File: src/rtl/mux_sel_pkg.sv
// Shared constants and helpers for the mux select sequencer.
// Optional feature macro: MUX_SEL_CH_MASK_EN (honour ch_mask when defined).
package mux_sel_pkg;

   // Largest supported channel count.
   localparam int unsigned N_CH_MAX = 16;

   // Ceiling log2, used to size the select bus.
   function automatic int unsigned clog2(input int unsigned n);
      int unsigned w;
      w = 0;
      while ((32'd1 << w) < n) begin
         w++;
      end
      return w;
   endfunction

   // Reset select: the top channel, so the first advance lands on channel 0.
   function automatic int unsigned default_init_sel(input int unsigned n_ch);
      return n_ch - 1;
   endfunction

endpackage

File: src/rtl/mux_sel_next.sv
// Combinational next-channel search for the mux select sequencer.
// Searches upward from cur+1 modulo N_CH and checks cur itself last.
// Reports the first enabled channel, whether any was found, and whether
// the result wrapped (result <= cur).
module mux_sel_next
   import mux_sel_pkg::*;
#(
   parameter int unsigned N_CH  = 8,
   parameter int unsigned SEL_W = clog2(N_CH)
) (
   input  logic [SEL_W-1:0] cur,
   input  logic [N_CH-1:0]  mask,
   output logic [SEL_W-1:0] nxt,
   output logic             found,
   output logic             wrapped
);

   // One spare bit so cur+k never overflows before the modulo fold.
   logic [SEL_W:0] idx;

   // Rotating priority search; offset N_CH lands back on cur, so it is checked last.
   always_comb begin
      nxt   = cur;
      found = 1'b0;
      idx   = '0;
      for (int unsigned k = 1; k <= N_CH; k++) begin
         idx = {1'b0, cur} + (SEL_W+1)'(k);
         if (idx >= (SEL_W+1)'(N_CH)) begin
            idx = idx - (SEL_W+1)'(N_CH);
         end
         if (!found && mask[idx[SEL_W-1:0]]) begin
            found = 1'b1;
            nxt   = idx[SEL_W-1:0];
         end
      end
   end

   // A wrap is any found result that does not move strictly upward.
   always_comb begin
      wrapped = found && (nxt <= cur);
   end

endmodule

File: src/rtl/mux_sel_sequencer.sv
// Mux select sequencer: registered select with reset > load > advance > hold.
// Optional feature macro: MUX_SEL_CH_MASK_EN. When undefined, ch_mask is
// ignored and every channel counts as enabled.
module mux_sel_sequencer
   import mux_sel_pkg::*;
#(
   parameter int unsigned N_CH     = 8,
   parameter int unsigned INIT_SEL = default_init_sel(N_CH)
) (
   input  logic                     CLK,
   input  logic                     reset,
   input  logic                     valid_count,
   input  logic                     load,
   input  logic [clog2(N_CH)-1:0]   load_sel,
   input  logic [N_CH-1:0]          ch_mask,
   output logic [clog2(N_CH)-1:0]   CTR,
   output logic                     ctr_valid,
   output logic                     wrap
);

   localparam int unsigned SEL_W = clog2(N_CH);

   logic [N_CH-1:0]  eff_mask;
   logic [SEL_W-1:0] nxt_sel;
   logic             nxt_found;
   logic             nxt_wrap;
   logic             load_ok;

`ifdef MUX_SEL_CH_MASK_EN
   assign eff_mask = ch_mask;
`else
   logic unused_ch_mask;
   assign eff_mask       = '1;
   assign unused_ch_mask = ^ch_mask;
`endif

   // Out-of-range load selects are rejected (only reachable for non-power-of-two N_CH).
   assign load_ok = ({1'b0, load_sel} < (SEL_W+1)'(N_CH));

   mux_sel_next #(
      .N_CH  (N_CH),
      .SEL_W (SEL_W)
   ) u_next (
      .cur     (CTR),
      .mask    (eff_mask),
      .nxt     (nxt_sel),
      .found   (nxt_found),
      .wrapped (nxt_wrap)
   );

   // Select register with reset > load > advance > hold priority; wrap is a one-cycle pulse.
   always_ff @(posedge CLK) begin
      if (reset) begin
         CTR       <= SEL_W'(INIT_SEL);
         ctr_valid <= 1'b0;
         wrap      <= 1'b0;
      end else if (load) begin
         // A rejected load still wins priority, so a same-edge advance is dropped.
         wrap <= 1'b0;
         if (load_ok) begin
            CTR       <= load_sel;
            ctr_valid <= eff_mask[load_sel];
         end
      end else if (valid_count) begin
         if (nxt_found) begin
            CTR       <= nxt_sel;
            ctr_valid <= 1'b1;
            wrap      <= nxt_wrap;
         end else begin
            ctr_valid <= 1'b0;
            wrap      <= 1'b0;
         end
      end else begin
         wrap <= 1'b0;
      end
   end

endmodule

File: config.mk
export PLATFORM = sky130hd
export DESIGN_NAME = mux_sel_sequencer
export DESIGN_NICKNAME = d
export VERILOG_FILES = /design/src/rtl/mux_sel_pkg.sv /design/src/rtl/mux_sel_next.sv /design/src/rtl/mux_sel_sequencer.sv
export SDC_FILE = /design/constraint.sdc
export NUM_CORES = 1
export LEC_CHECK = 0
export BUFFER_PORTS_ARGS = -buffer_cell sky130_fd_sc_hd__buf_2
export CAP_MARGIN = 20
export CORE_MARGIN = 3
export CORE_UTILIZATION = 30
export CTS_BUF_LIST = sky130_fd_sc_hd__clkbuf_4
export DETAILED_ROUTE_END_ITERATION = 10
export PLACE_DENSITY_LB_ADDON = 0.1
export SLEW_MARGIN = 20
export SYNTH_ARGS = -nofsm -noshare
export SYNTH_HDL_FRONTEND = slang
export SYNTH_HIERARCHICAL = 1
export SYNTH_SLANG_ARGS = --single-unit
File: constraint.sdc
create_clock -name CLK -period 3.7 [get_ports CLK]
set_clock_uncertainty 0.05 [all_clocks]
set_input_delay 0.185 -clock CLK [delete_from_list [all_inputs] [get_ports CLK]]
set_output_delay 0.185 -clock CLK [all_outputs]
set_load 0.02 [all_outputs]
; Word-level counts from Yosys, hierarchy flattened
; Memories as Yosys holds them, arrays and structs flattened.
; Index checks and enable logic that the tools add are counted.
[op_classes]
n_addsub = 16
bitwise_logic = 2
muxes = 39
magnitude_cmp = 18
reduce_logical = 19
[ops]
columns = cell, count
row1 = 3-bit 2-to-1 mux, 19
row2 = "3-bit by 4-bit < comparator with 1-bit output, second input constant", 9
row3 = "4-bit greater-or-equal comparator, second input constant", 8
row4 = "3-bit by 1-bit subtractor with 3-bit output, second input constant", 8
row5 = 1-bit 2-to-1 mux, 20
row6 = "3-bit by 3-bit adder with 4-bit output, second input constant", 4
row7 = "3-bit by 2-bit adder with 4-bit output, second input constant", 2
row8 = 1-bit logical AND, 8
row9 = 1-bit logical NOT, 7
row10 = "3-bit by 1-bit adder with 4-bit output, second input constant", 1
row11 = "3-bit by 4-bit adder with 4-bit output, second input constant", 1
row12 = 2-bit nonzero test, 2
row13 = 4-bit OR reduction, 1
row14 = 3-bit <= comparator, 1
row15 = 1-bit NOT, 2
row16 = 2-bit AND reduction, 1
[word_totals]
mem_count = 9
in_bits = 15
elab_cells = 106
romBits = 72
regBits = 5
[mem_list]
columns = name, words, width, read_ports, rd_clocked_by_memory_dff, wr, line_no
row1 = (name not given), 8, 1, 1, 0, 0, mux_sel_next.sv:31  ; if (!found && mask[idx[SEL_W-1:0]]) begin
row2 = (name not given), 8, 1, 1, 0, 0, mux_sel_next.sv:31
row3 = (name not given), 8, 1, 1, 0, 0, mux_sel_next.sv:31
row4 = (name not given), 8, 1, 1, 0, 0, mux_sel_next.sv:31
row5 = (name not given), 8, 1, 1, 0, 0, mux_sel_next.sv:31
row6 = (name not given), 8, 1, 1, 0, 0, mux_sel_next.sv:31
row7 = 3 more memories, n/a, n/a, n/a, n/a, n/a, n/a

; Longest topological paths before layout
[logic_depth]
word_depth = 30
mapped_depth = 18
ltp_nobuf = 16

; Hierarchy
; Netlist, hierarchy kept.
[by_module_without_submodules]
columns = mod, n_inst, seq_area_each_um2, area_each_um2, cells_each
row1 = mux_sel_next, 1, 0.0, 944.7, 99
row2 = mux_sel_sequencer, 1, 100.1, 237.7, 25

; Least setup slack after synthesis
; OpenSTA, ideal clock, no wires.
[synth_timing]
path_kind = reg2reg
startpoint = register CTR[1]
endpoint = register wrap
stages_incl_launch_ff = 15
n_path_buf = 2
required_ns = 3.586
arrival_time_ns = 2.556
setup_slack_ns = 1.029
setup_ns = 0.064
path_cell_list = dfxtp_1 buf_2 inv_1 ha_1 buf_6 o21ai_0 o21ai_1 a22o_1 ha_1 a21o_1 a21oi_1 a31oi_1 a21oi_1 nand4b_1 nor2_1
[synth_via]
elab_chain_cells = 29
elab_cells_between_ends = 82
[synth_rtl]
columns = item, line_no
row1 = start: declaration, mux_sel_sequencer.sv:16  ; output logic [clog2(N_CH)-1:0] CTR,
row2 = start signal: assignment, mux_sel_sequencer.sv:54  ; CTR <= SEL_W'(INIT_SEL);
row3 = start signal: assignment, mux_sel_sequencer.sv:61  ; CTR <= load_sel;
row4 = start signal: assignment, mux_sel_sequencer.sv:66  ; CTR <= nxt_sel;
row5 = 3-bit by 1-bit adder with 4-bit output, mux_sel_next.sv:27  ; idx = {1'b0, cur} + (SEL_W+1)'(k);
row6 = 4-bit greater-or-equal comparator / 3-bit by 1-bit subtractor with 3-bit output (equally long branches), "mux_sel_next.sv:28, mux_sel_next.sv:29"
row7 = 3-bit 2-to-1 mux, mux_sel_next.sv:28  ; if (idx >= (SEL_W+1)'(N_CH)) begin
row8 = memory 8 x 1 bit, n/a
row9 = 1-bit 2-to-1 mux (implied by the code), mux_sel_next.sv:31
row10 = 1-bit 2-to-1 mux, mux_sel_next.sv:31
row11 = 1-bit logical NOT, mux_sel_next.sv:31
row12 = 1-bit logical AND, mux_sel_next.sv:31
row13 = [... 15 more ...], n/a
row14 = 1-bit 2-to-1 mux, mux_sel_next.sv:31
row15 = 1-bit logical NOT, mux_sel_next.sv:31
row16 = 1-bit logical AND, mux_sel_next.sv:31
row17 = 3-bit 2-to-1 mux *, mux_sel_next.sv:31
row18 = via nxt_sel[1], mux_sel_sequencer.sv:24  ; logic [SEL_W-1:0] nxt_sel;
row19 = 3-bit <= comparator *, mux_sel_next.sv:40  ; wrapped = found && (nxt <= cur);
row20 = 1-bit logical AND *, mux_sel_next.sv:40
row21 = via nxt_wrap, mux_sel_sequencer.sv:26  ; logic nxt_wrap;
row22 = end signal: assignment, mux_sel_sequencer.sv:68  ; wrap <= nxt_wrap;
row23 = end: declaration, mux_sel_sequencer.sv:18  ; output logic wrap
; The timed path passes the listed nets; every way through them passes the cells marked *. The select of a mux whose other input is x is not followed.
; A chain may end at the register's enable or synchronous reset.

; Worst setup path after layout
; Same ends and word-level chain as after synthesis.

==> impl_metrics.tcl <==
set metrics [dict create \
    ir_drop_mv 0.1725 \
    cts_sinks 5 \
    io_pins 20 \
    p_leak_nw 0.6729 \
    rr_startpoint "CTR[1]$_SDFFE_PP1P_" \
    netlist_top_cells_count "mux4_2, nand2_1, nor2_1" \
    postRouteAntennaNets 0 \
    cts_inserted_buffers 3 \
    drc 0 \
    vias 1106 \
    r2r-end "wrap$_SDFF_PP0_" \
    cts_tree "yes" \
    start_kind "flip-flop" \
    avgViaCountPerCell 4.706 \
    reg2regPathDepth 11 \
    synthXorXnorAreaFrac_pct 5.079 \
    synth_top_family_by_area "multiplexers" \
    hold_viol_final 0 \
    wl_mm 2.785 \
    antenna_found_initial 0 \
    wl_per_cell_um 11.85 \
    whs_ps 106.5 \
    fp.dieArea_um2 4731 \
    period_share_pct 70.25 \
    dp_hpwl_mm 2.190 \
    synth.most_common_cell "mux4_2" \
    clkLatencyLatePin_ps 240 \
    initialDrtViolationCount 36 \
    dr.pass1.iters 4 \
    core_um2 3744 \
    setup_violations 0 \
    run_status "finished, final reports clean" \
    ys_warn_count 6 \
    cts_resized 0 \
    synth_top_area_share_pct 17.14 \
    netlist_area_um2 1182 \
    path_max_fanout 9 \
    synth_compound_area_share_pct 23.49 \
    cts_setup_buffers 0 \
    syn_area_per_cell_um2 9.535 \
    ys.flop_type "dfxtp_1" \
    grt_pass1_vias 1032 \
    whs_path_depth 2 \
    min-delay-start "reset" \
    fill_cells 402 \
    yosys_register_bits 5 \
    initial_core_util_pct 31.58 \
    synth.area.mux_share_pct 35.45 \
    grtUsageTotal_pct 13.44 \
    rsz0062_at_grt "no" \
    synth.top_cells.by_area "mux4_2, dfxtp_1, ha_1" \
    ys_seq_area_share_pct 8.466 \
    synthToLayoutAreaGrowth_pct 26.67 \
    fin_setup_tns_ps 0 \
    drv_cap 0 \
    rows 22 \
    crit_required_ps 3830 \
    grt_max_degree 14 \
    holdPathEnd "ctr_valid$_SDFFE_PP0P_" \
    ys_types 52 \
    cts_hold_buf 0 \
    synthCells 124 \
    powerDensity_nw_per_um2 573.8 \
    drive_above_1_share_pct 22.46 \
    grt_pass1_wl_mm 4.809 \
    synthAdderAreaFrac_pct 5.291 \
    place_congestion 0.8560 \
    die_x_um 68.78 \
    synthSimpleGateAreaFrac_pct 16.61 \
    worstPathArrival_ps 2720 \
    period_minus_slack_ps 2599 \
    grt_overflow 0 \
    yosys.area.top_type "mux4_2" \
    async_reset_ff_share_pct 0 \
    nNetsFinal 208 \
    htree_levels 1 \
    report.final.slew_viol_count 0 \
    io_buffers 11 \
    hold_path_class "in -> reg" \
    r2r_slack_ps 1100 \
    cts.clk_slew.worst_paths_ps 50 \
    worstSetupPathType "reg -> reg" \
    cts_root_buffer "clkbuf_4" \
    worstSetupEndpointType "flip-flop" \
    max_freq_ghz 0.3847 \
    antenna_cells 0 \
    synth_edf_count 0 \
    clockBufferDepth 2 \
    fp.dieH_um 68.78 \
]
==> how the worst max path moves through the flow <==
| stage | slack [ps] | endpoint | startpoint |
|---|---|---|---|
| 6_report | 1100 | wrap$_SDFF_PP0_ | CTR[1]$_SDFFE_PP1P_ |
| 5_1_grt | 790 | wrap$_SDFF_PP0_ | CTR[1]$_SDFFE_PP1P_ |
| 4_1_cts | 1070 | wrap$_SDFF_PP0_ | CTR[1]$_SDFFE_PP1P_ |
| 3_5_place_dp | 1110 | wrap$_SDFF_PP0_ | CTR[1]$_SDFFE_PP1P_ |
| 3_3_place_gp | 1100 | wrap$_SDFF_PP0_ | CTR[1]$_SDFFE_PP1P_ |
| 2_1_floorplan | 1030 | wrap$_SDFF_PP0_ | CTR[1]$_SDFFE_PP1P_ |
==> worst max-delay path: stages (launching register included) <==
cell      delay (ps)
dfxtp_1          560
buf_4            250
ha_1             210
o211ai_1         140
o31ai_1          290
a31oi_1          170
ha_1             310
a21oi_1          140
a31oi_1           60
a21oi_1          140
nand4b_1         100
nor2_1           100
==> state kept, by name (all words and copies together) (netlist names) <==
name and flops:
CTR 3, ctr_valid 1, wrap 1
==> placed cells by master, fill, tap and decap left out, drive strengths merged, types with 3 or more instances in the layout <==
cell    synthesis  layout
conb            1      50
buf             5      15
mux4           11      11
nand2           8       8
mux2            8       8
nor2            7       7
a21oi           7       7
dfxtp           5       5
ha              5       5
a211oi          5       5
xnor2           5       5
mux2i           5       5
o21ai           5       5
nor2b           4       4
o21bai          4       4
clkbuf          0       4
inv             4       4
nand2b          3       3
nand3           3       3
a31oi           3       3
nor4            3       3
==> cell type report <==
cell class                 instances  area, µm²  area share, %
clock buffer                       4      30.03          2.005
inverter                           5      18.77          1.253
multi-input combinational        158       1204          80.37
sequential                         5      100.1          6.683
tap                               48      60.06          4.010
timing repair buffer              15      85.08          5.681
==> power by group <==
group          total, mW  internal, mW  switching [mW]
combinational      0.707         0.320           0.387
sequential        0.0807        0.0640          0.0167
clock             0.0717        0.0482          0.0235
total              0.859         0.432           0.427
==> layer usage <==
| metal | routed length (µm) | up-vias | global-route usage (%) |
|---|---|---|---|
| met4 | 8 | 0 | 1.946 |
| met2 | 1279 | 17 | 20.62 |
| met3 | 66 | 2 | 2.107 |
| li1 | - | 572 | - |
| met1 | 1431 | 515 | 20.06 |
| met5 | 0 | - | 0 |
==> per-stage QoR <==
step / area (µm²) / setup WS, ps / power, mW / util [%] / cells
final: 1498 / 1101 / 0.8594 / 40.01 / 235
after global routing: 1498 / 788.3 / 0.9484 / 40.01 / 235
after CTS: 1498 / 1072 / 0.8148 / 40.01 / 235
after detailed placement: 1468 / 1106 / 0.7393 / 39.20 / 231
after global placement: 1468 / 1100 / 0.7360 / 39.20 / 231
after floorplan: 1366 / 1029 / 0.6565 / - / 173
==> logic make-up (layout without fill, tap and decap cells) <==
logic type / after synthesis / in the layout
other cells: 1 / 50
mux: 24 / 24
simple gates: 35 / 35
fa+ha+maj: 5 / 5
flops: 5 / 5
xor+xnor: 6 / 6
compound gates: 38 / 38
buf+inv: 10 / 24
Note: power is estimated with default switching activity, not from simulation.
